<file path="src/rtl/priority_dec2_4_pipe_pkg.sv">
// Shared constants and types for the 2-to-4 priority decoder pipeline.
// The code width, line count and buffer depth are fixed here so the
// decoder core, the buffer and the bench all agree on them.
package priority_dec2_4_pipe_pkg;

    localparam int CODE_W = 2;
    localparam int LINES  = 4;
    localparam int DEPTH  = 2;
    localparam int PTR_W  = 1;
    localparam int OCC_W  = 2;

    localparam logic [OCC_W-1:0] OCC_EMPTY = 2'd0;
    localparam logic [OCC_W-1:0] OCC_FULL  = 2'd2;

    typedef logic [LINES-1:0] onehot_t;

endpackage

</file>
<file path="src/rtl/priority_dec2_4_pipe_dec2_4_core.sv">
// Combinational 2-to-4 decoder with enable.
// Bit i of the result is line Ii; a disabled decode yields all zeros.
module dec2_4_core
    import priority_dec2_4_pipe_pkg::*;
(
    input  logic              en,
    input  logic [CODE_W-1:0] in_code,
    output onehot_t           onehot
);

    // Shift a single set bit into the position named by the code.
    always_comb begin
        onehot = '0;
        if (en) begin
            onehot = onehot_t'(1) << in_code;
        end
    end

endmodule

</file>
<file path="src/rtl/priority_dec2_4_pipe.sv">
// Pipelined 2-to-4 decoder: each accepted code is decoded and pushed into a
// two-entry FIFO with valid/ready handshakes on both sides.
// Optional feature macro: PRIORITY_DEC_HIT_CNT_EN adds per-line saturating
// hit counters (hit_cnt/clr_cnt ports) updated whenever an entry is popped.
module priority_dec2_4_pipe
    import priority_dec2_4_pipe_pkg::*;
#(
    parameter int CNT_W = 8
) (
    input  logic                   clk,
    input  logic                   rst_n,
    input  logic                   en,
    input  logic [1:0]             in_code,
    input  logic                   in_valid,
    output logic                   in_ready,
    output logic [3:0]             out_onehot,
    output logic                   out_valid,
    input  logic                   out_ready,
`ifdef PRIORITY_DEC_HIT_CNT_EN
    output logic [4*CNT_W-1:0]     hit_cnt,
    input  logic                   clr_cnt,
`endif
    output logic [1:0]             occupancy
);

    if (CNT_W < 1) begin : g_cnt_w_check
        $error("CNT_W must be at least 1");
    end

    onehot_t            push_word;
    onehot_t            head_word;
    logic               push;
    logic               pop;

    onehot_t            mem_q [DEPTH];
    onehot_t            mem_d [DEPTH];
    logic [PTR_W-1:0]   wr_ptr_q;
    logic [PTR_W-1:0]   wr_ptr_d;
    logic [PTR_W-1:0]   rd_ptr_q;
    logic [PTR_W-1:0]   rd_ptr_d;
    logic [OCC_W-1:0]   occ_q;
    logic [OCC_W-1:0]   occ_d;

    dec2_4_core u_core (
        .en      (en),
        .in_code (in_code),
        .onehot  (push_word)
    );

    // Handshake status: ready depends only on fill level, never on out_ready.
    always_comb begin
        in_ready   = (occ_q != OCC_FULL);
        out_valid  = (occ_q != OCC_EMPTY);
        head_word  = mem_q[rd_ptr_q];
        out_onehot = out_valid ? head_word : '0;
        occupancy  = occ_q;
        push       = in_valid && in_ready;
        pop        = out_valid && out_ready;
    end

    // Next FIFO state: write at wr_ptr on push, advance rd_ptr on pop.
    always_comb begin
        mem_d    = mem_q;
        wr_ptr_d = wr_ptr_q;
        rd_ptr_d = rd_ptr_q;
        occ_d    = occ_q;
        if (push) begin
            mem_d[wr_ptr_q] = push_word;
            wr_ptr_d        = wr_ptr_q + 1'b1;
        end
        if (pop) begin
            rd_ptr_d = rd_ptr_q + 1'b1;
        end
        case ({push, pop})
            2'b10:   occ_d = occ_q + 2'd1;
            2'b01:   occ_d = occ_q - 2'd1;
            default: occ_d = occ_q;
        endcase
    end

    // FIFO registers; reset discards contents and any same-edge accept.
    always_ff @(posedge clk) begin
        if (!rst_n) begin
            for (int i = 0; i < DEPTH; i++) begin
                mem_q[i] <= '0;
            end
            wr_ptr_q <= '0;
            rd_ptr_q <= '0;
            occ_q    <= OCC_EMPTY;
        end else begin
            mem_q    <= mem_d;
            wr_ptr_q <= wr_ptr_d;
            rd_ptr_q <= rd_ptr_d;
            occ_q    <= occ_d;
        end
    end

`ifdef PRIORITY_DEC_HIT_CNT_EN
    logic [CNT_W-1:0] cnt_q [LINES];
    logic [CNT_W-1:0] cnt_d [LINES];

    // Counter update: clear wins over a pop, each popped bit bumps its line.
    always_comb begin
        cnt_d = cnt_q;
        if (clr_cnt) begin
            for (int i = 0; i < LINES; i++) begin
                cnt_d[i] = '0;
            end
        end else if (pop) begin
            for (int i = 0; i < LINES; i++) begin
                if (head_word[i] && (cnt_q[i] != {CNT_W{1'b1}})) begin
                    cnt_d[i] = cnt_q[i] + 1'b1;
                end
            end
        end
    end

    // Counter registers; reset has priority over clear.
    always_ff @(posedge clk) begin
        if (!rst_n) begin
            for (int i = 0; i < LINES; i++) begin
                cnt_q[i] <= '0;
            end
        end else begin
            cnt_q <= cnt_d;
        end
    end

    // Pack the per-line counters, line i in slice i.
    always_comb begin
        hit_cnt = '0;
        for (int i = 0; i < LINES; i++) begin
            hit_cnt[i*CNT_W +: CNT_W] = cnt_q[i];
        end
    end
`endif

endmodule
</file>
<file path="config.mk">
export PLATFORM = sky130hd
export DESIGN_NAME = priority_dec2_4_pipe
export DESIGN_NICKNAME = d
export VERILOG_FILES = /design/src/rtl/priority_dec2_4_pipe_pkg.sv /design/src/rtl/priority_dec2_4_pipe_dec2_4_core.sv /design/src/rtl/priority_dec2_4_pipe.sv
export SDC_FILE = /design/constraint.sdc
export NUM_CORES = 1
export LEC_CHECK = 0
export BUFFER_PORTS_ARGS = -buffer_cell sky130_fd_sc_hd__buf_4
export CORE_MARGIN = 2
export CORE_UTILIZATION = 30
export CTS_BUF_LIST = sky130_fd_sc_hd__clkbuf_4 sky130_fd_sc_hd__clkbuf_8 sky130_fd_sc_hd__clkbuf_16
export CTS_CLUSTER_SIZE = 14
export DETAILED_ROUTE_END_ITERATION = 8
export GPL_TIMING_DRIVEN = 0
export PLACE_DENSITY = 0.62
export SYNTH_ARGS = -nofsm -noshare
export SYNTH_HDL_FRONTEND = slang
export SYNTH_SLANG_ARGS = --single-unit
</file>
<file path="constraint.sdc">
create_clock -name clk -period 1.96 [get_ports clk]
set_input_delay 0.294 -clock clk [delete_from_list [all_inputs] [get_ports clk]]
set_output_delay 0.294 -clock clk [all_outputs]
set_load 0.03 [all_outputs]
</file>
==> impl_metrics.yaml, run 1 <==
drt:
  initialDrtViolationCount: 8
  via_total_after_detailed_routing: 490
  drt_drc_violations_left: 0
  detailroute.wirelength.met3_um: 89
  post_drt_via_cell_ratio: 4.579
  drt-wirelength-per-cell_um: 10.37
  first_pass_detailed_route_iteration_total: 4
  antenna_violating_nets_left: 0
  met2WireLength_um: 496
  wire_length_the_detailed_router_placed_on_met1_um: 515
  highest-signal-layer: "met4"
  postRouteWirelength_um: 1110
placement:
  detailed_place.area_um2: 719.4
  placedCellCount: 104
  place_congestion: 0.6878
  place.port_buffers: 14
  dpl.hpwl_um: 866.9
job:
  maxCapViolations: 0
sta:
  unrepaired_setup_endpoints_after_global_routing: "false"
  fin_tns_setup_ns: 0
  timing.final.crit_period_ns: 1.672
  report.final.setup_viol: 0
  timing.final.crit_share_pct: 85.29
  fin_worst_skew_ns: 0.0005060
  hold_violations: 0
  worstMarginPinSlew_ns: 0.4164
  max_freq_mhz: 598.2
  slew_headroom_pct: 72.24
  finalMaxSlewViolations: 0
final_layout:
  stdcell_area_um2: 742.0
  finalNonFillerCells: 107
  syn_to_final_growth_pct: 27.25
  drive_above_1_share_pct: 25.61
  antenna_cells: 0
  final_core_util_pct: 41.61
  layout.nets: 92
synthesis:
  synthesis.area_per_instance_um2: 8.970
  ys_warn_count: 0
  synth_top_cell_by_area: "dfxtp_1"
  distinct_cell_type_count_of_the_synthesized_netlist: 20
  synthesized_nets: 73
  netlist_instances: 65
  synth.ff_latch_count: 12
  synth-edff-count: 0
  portion_of_the_post_synthesis_area_used_by_sequential_elements_pct: 41.20
  post_synthesis_instance_area_um2: 583.1
  synth_top_area_share_pct: 41.20
  synth_flop_cell: "dfxtp_1"
  synth_async_sr_flop_share_pct: 0
  yosys-top-cells-area: "dfxtp_1, mux2i_1, nand2_1"
  synth_common_cells: "dfxtp_1, mux2i_1, nand2_1"
cts:
  cts_hold_buffers: 0
  tritoncts: "done"
  cts_num_sinks: 12
  cts-htree-levels: 1
  cts-root-buf: "clkbuf_4"
  clk-insertion-delay-late_ns: 0.27
  clk_pin_slew_ns: 0.07
  post_cts_resize_count: 0
  post-cts-setup-buffers: 0
  cts-buffers-inserted: 3
  ctsLongestPathBuffers: 2
grt:
  first_pass_grt_wire_length_um: 1649
  grt_util_all_layers_pct: 10.70
  vias_in_the_first_global_route: 394
  grt_antenna_before_repair: 0
  grt_max_degree: 11
  grt_overflow_total: 0
pwr:
  worst_ir_drop_vdd_uv: 405.1
  power_mw: 0.9001
  power.leakage_nw: 0.3285
  power_per_cell_area_mw_per_mm2: 1213
critical_path:
  critPathMaxFanout: 6
  cp_slowest_cell: "dfxtp_1"
  critical_path.max_stage_delay_ns: 0.37
  timing.critical_path.cells: "o21ai_0 > inv_1 > ha_1 > or3_1 > a21oi_1"
  worst_ep_required_time_ns: 2.16
  timing.critical_path.arrival_ns: 1.87
  worstSetupStartpointType: "flop"
  setup.worst_path.end_class: "flop"
  criticalPathCategory: "reg -> reg"
floorplanning:
  dieWidth_um: 48.09
  ios: 15
  num_rows: 15
  fp.dieArea_mm2: 0.002312
  initial_utilization_pct: 32.70
  die_y_um: 48.09
  core_area_mm2: 0.001783
outcome:
  status: "completed"
min_path:
  holdCritPathClass: "in -> reg"
cell type report:
| cell class | count | area (um2) |
|---|---|---|
| fill | 202 | 1041 |
| multi-input combinational | 47 | 319.1 |
| sequential | 12 | 240.2 |
| timing repair buffer | 14 | 105.1 |
| tap | 25 | 31.28 |
| clock buffer | 3 | 22.52 |
| buffer | 3 | 12.51 |
| inverter | 3 | 11.26 |
critical path: cells and delay by family (launching register included):
kind | cells | cell delay, ns
fa+ha+maj | 1 | 0.34
simple gates | 1 | 0.37
buf+inv | 1 | 0.08
flops | 1 | 0.37
compound gates | 2 | 0.45
path summary, 6_finish.rpt:
path,cells past startpoint,end,startpoint,slack (ns)
hold / removal,3,mem_q[3],in_code[1],0.34
setup / recovery,5,occupancy[1],occupancy[0],0.29
hold reg to reg,2,mem_q[3],mem_q[3],0.46
setup reg to reg,5,occupancy[1],occupancy[0],0.29
power by group:
group	internal (mW)	switching (mW)
sequential	0.282	0.0405
combinational	0.180	0.251
clock	0.0710	0.0753
total	0.533	0.367
registers in the layout, indices dropped and copies added (netlist names):
register and count:
mem_q 8, occupancy 2, rd_ptr_q 1, wr_ptr_q 1
routing by layer:
metal	up-vias	global-route usage, %
li1	251	-
met1	219	13.09
met2	18	16.27
met3	2	5.660
met4	0	3.243
met5	-	0
cells in the final DEF, fill, tap and decap left out, types with 3 or more instances in the layout:
cell / synthesis / final
buf_4: 0 / 14
mux2i_1: 12 / 12
dfxtp_1: 12 / 12
nand2_1: 10 / 10
nor2_1: 7 / 7
inv_1: 3 / 3
clkbuf_4: 0 / 3
kinds of logic after synthesis:
logic type | Yosys count | synth area share (%)
AND/OR/NAND/NOR | 26 | 22.32
multiplexers | 12 | 20.60
flip-flops | 12 | 41.20
buffers and inverters | 6 | 4.077
AO/OA/AOI/OAI | 5 | 5.150
XOR/XNOR | 3 | 4.507
adder cells (fa/ha/maj) | 1 | 2.146
per-stage QoR:
step / hold WS [ns] / setup slack [ns]
3_5_place_dp: 0.4546 / 0.3006
6_report: 0.3374 / 0.2884
2_1_floorplan: 0.4344 / 0.1792
3_3_place_gp: 0.4453 / 0.3121
5_1_grt: 0.3430 / 0.1966
4_1_cts: 0.3358 / 0.2839
Power figures use the tool's default switching activity.
==> run 2, diff against run 1 <==
--- a/config.mk
+++ b/config.mk
@@ -15,4 +15,5 @@
 export PLACE_DENSITY = 0.62
 export SYNTH_ARGS = -nofsm -noshare
 export SYNTH_HDL_FRONTEND = slang
+export SYNTH_HIERARCHICAL = 1
 export SYNTH_SLANG_ARGS = --single-unit
==> impl_metrics.yaml, run 2 <==
cts:
  cts_num_sinks: 12
  ctsLongestPathBuffers: 2
  cts-buffers-inserted: 3
  cts-htree-levels: 1
  cts_hold_buffers: 0
  clk_pin_slew_ns: 0.07
  cts-root-buf: "clkbuf_4"
  post-cts-setup-buffers: 0
  tritoncts: "done"
  post_cts_resize_count: 0
  clk-insertion-delay-late_ns: 0.27
critical_path:
  setup.worst_path.end_class: "output port"
  ff2ff_path_depth: 5
  timing.critical_path.cells: "clkbuf_1 > mux2i_1 > nor2_1 > buf_4"
  critPathTopFamily: "buffers and inverters"
  levels_on_crit_path: 4
  criticalPathCategory: "reg -> out"
  worst_reg2reg_path_startpoint: "occupancy[1]"
  worst_ep_required_time_ns: 1.67
  cp_slowest_cell: "dfxtp_1"
  critPathMaxFanout: 5
  timing.critical_path.arrival_ns: 1.36
  worstSetupStartpointType: "flop"
  critical_path.max_stage_delay_ns: 0.31
  cp_num_buf_inv: 2
  startpoint: "rd_ptr_q"
grt:
  grt_util_all_layers_pct: 11.40
  grt_overflow_total: 0
  grt_antenna_before_repair: 0
  grt_max_degree: 11
  vias_in_the_first_global_route: 493
  first_pass_grt_wire_length_um: 2014
synthesis:
  synth_top_cell_by_area: "dfxtp_1"
  synth_top_area_share_pct: 39.43
  distinct_cell_type_count_of_the_synthesized_netlist: 21
  synthesis.area_per_instance_um2: 9.232
  library_cell_with_the_highest_instance_count_after_synthesis: "nand2_1"
  post_synthesis_instance_area_um2: 609.3
  portion_of_the_post_synthesis_area_used_by_sequential_elements_pct: 39.43
  synth_common_cells: "nand2_1, dfxtp_1, mux2i_1"
  netlist_instances: 66
  synthesized_nets: 74
  ys_warn_count: 6
  yosys-top-cells-area: "dfxtp_1, mux2i_1, nand2_1"
  synth-edff-count: 0
  synth_flop_cell: "dfxtp_1"
  synth.ff_latch_count: 12
  synth_async_sr_flop_share_pct: 0
final_layout:
  syn_to_final_growth_pct: 26.49
  largest_register_ff_count: 8
  antenna_cells: 0
  register_area_um2: 240.2
  layout.filler_cells: 225
  commonest_cells_after_routing_fill_and_taps_aside: "buf_4, nand2_1, mux2i_1, dfxtp_1, nor2_1"
  layout.cells.most_common: "buf_4"
  final_core_util_pct: 39.69
  multi_input_comb_area_um2: 349.1
  layout.nets: 93
  drive_above_1_share_pct: 27.71
  top_register: "mem_q"
pwr:
  sw_frac_of_total_pct: 40.31
  worst_ir_drop_vdd_uv: 488.7
  power.leakage_nw: 0.3399
  clockPowerShare_pct: 16.6
  comb_power_share_pct: 48.3
  cellInternalPower_mw: 0.5496
  seq_power_share_pct: 35.1
  power_per_cell_area_mw_per_mm2: 1195
  p_sw_mw: 0.3712
sta:
  finalMaxSlewViolations: 0
  fin_tns_setup_ns: 0
  report.final.setup_viol: 0
  fin_worst_skew_ns: 0.002295
  slew_headroom_pct: 72.63
  timing.final.crit_share_pct: 84.40
  timing.final.crit_period_ns: 1.654
  max_freq_mhz: 604.5
  worstMarginPinSlew_ns: 0.4090
  unrepaired_setup_endpoints_after_global_routing: "false"
  hold_violations: 0
drt:
  drt-wirelength-per-cell_um: 10.37
  post_drt_via_cell_ratio: 4.455
  postRouteWirelength_um: 1141
  via_total_after_detailed_routing: 490
  drt_drc_violations_left: 0
  initialDrtViolationCount: 5
  first_pass_detailed_route_iteration_total: 4
  antenna_violating_nets_left: 0
floorplanning:
  num_rows: 16
  initial_utilization_pct: 31.38
  fp.dieArea_mm2: 0.002407
  die_y_um: 49.07
  ios: 15
  dieWidth_um: 49.07
  core_area_mm2: 0.001942
job:
  maxCapViolations: 0
min_path:
  hold_path.startpoint: "rst_n"
  timing.hold.worst_path_depth: 3
  holdCritPathClass: "in -> reg"
outcome:
  status: "completed"
placement:
  place_congestion: 0.7405
  dpl.hpwl_um: 847
  place.port_buffers: 14
==> run 2: cells by family after synthesis <==
kind of cell    synth area share [%]
mux                            19.71
flops                          39.42
buf+inv                        3.286
fa+ha+maj                      2.053
compound gates                 5.751
simple gates                   25.46
xor+xnor                       4.313
==> run 2: final timing paths <==
check	to	slack [ns]
max	out_onehot[1]	0.31
max reg2reg	occupancy[1]	0.33
min	mem_q[5]	0.31
min reg2reg	mem_q[3]	0.46
==> run 2: cell type report <==
cell class	count	share of cell area, %
plain buffers	3	1.623
clock buffers	3	2.922
inverters	2	0.9740
multi-input cells	49	45.29
flip-flops and latches	12	31.17
well taps	27	4.383
repair buffers	14	13.64
==> run 2: routing by layer <==
metal | GRT usage (%) | wire [um]
met5 | 0 | 0
met4 | 7.143 | 17
met3 | 5.521 | 74
met2 | 17.57 | 502
met1 | 12.43 | 547
==> run 2: power by group through the flow <==
stage	registers, mW	clock network (mW)	logic (mW)
2_1_floorplan	0.361	0	0.284
3_3_place_gp	0.327	0	0.447
3_5_place_dp	0.328	0	0.450
4_1_cts	0.322	0.160	0.451
5_1_grt	0.330	0.168	0.483
6_report	0.323	0.153	0.445
==> run 2: worst reg2reg max path: stages (launching register included) <==
cell	delay (ns)
dfxtp_1	0.37
o21ai_0	0.32
inv_1	0.08
ha_1	0.32
or3_1	0.35
a21boi_1	0.14
==> run 2: per-stage QoR <==
step,power [mW],hold slack (ns),instance area (um2),cells,worst slack (ns)
floorplan,0.6451,0.4344,609.3,66,0.1803
global placement,0.7738,0.4438,748.2,107,0.3624
detailed placement,0.7778,0.4524,748.2,107,0.3294
CTS,0.9334,0.3135,770.7,110,0.2823
global route,0.9815,0.3147,770.7,110,0.2080
finish,0.9208,0.3149,770.7,110,0.3058
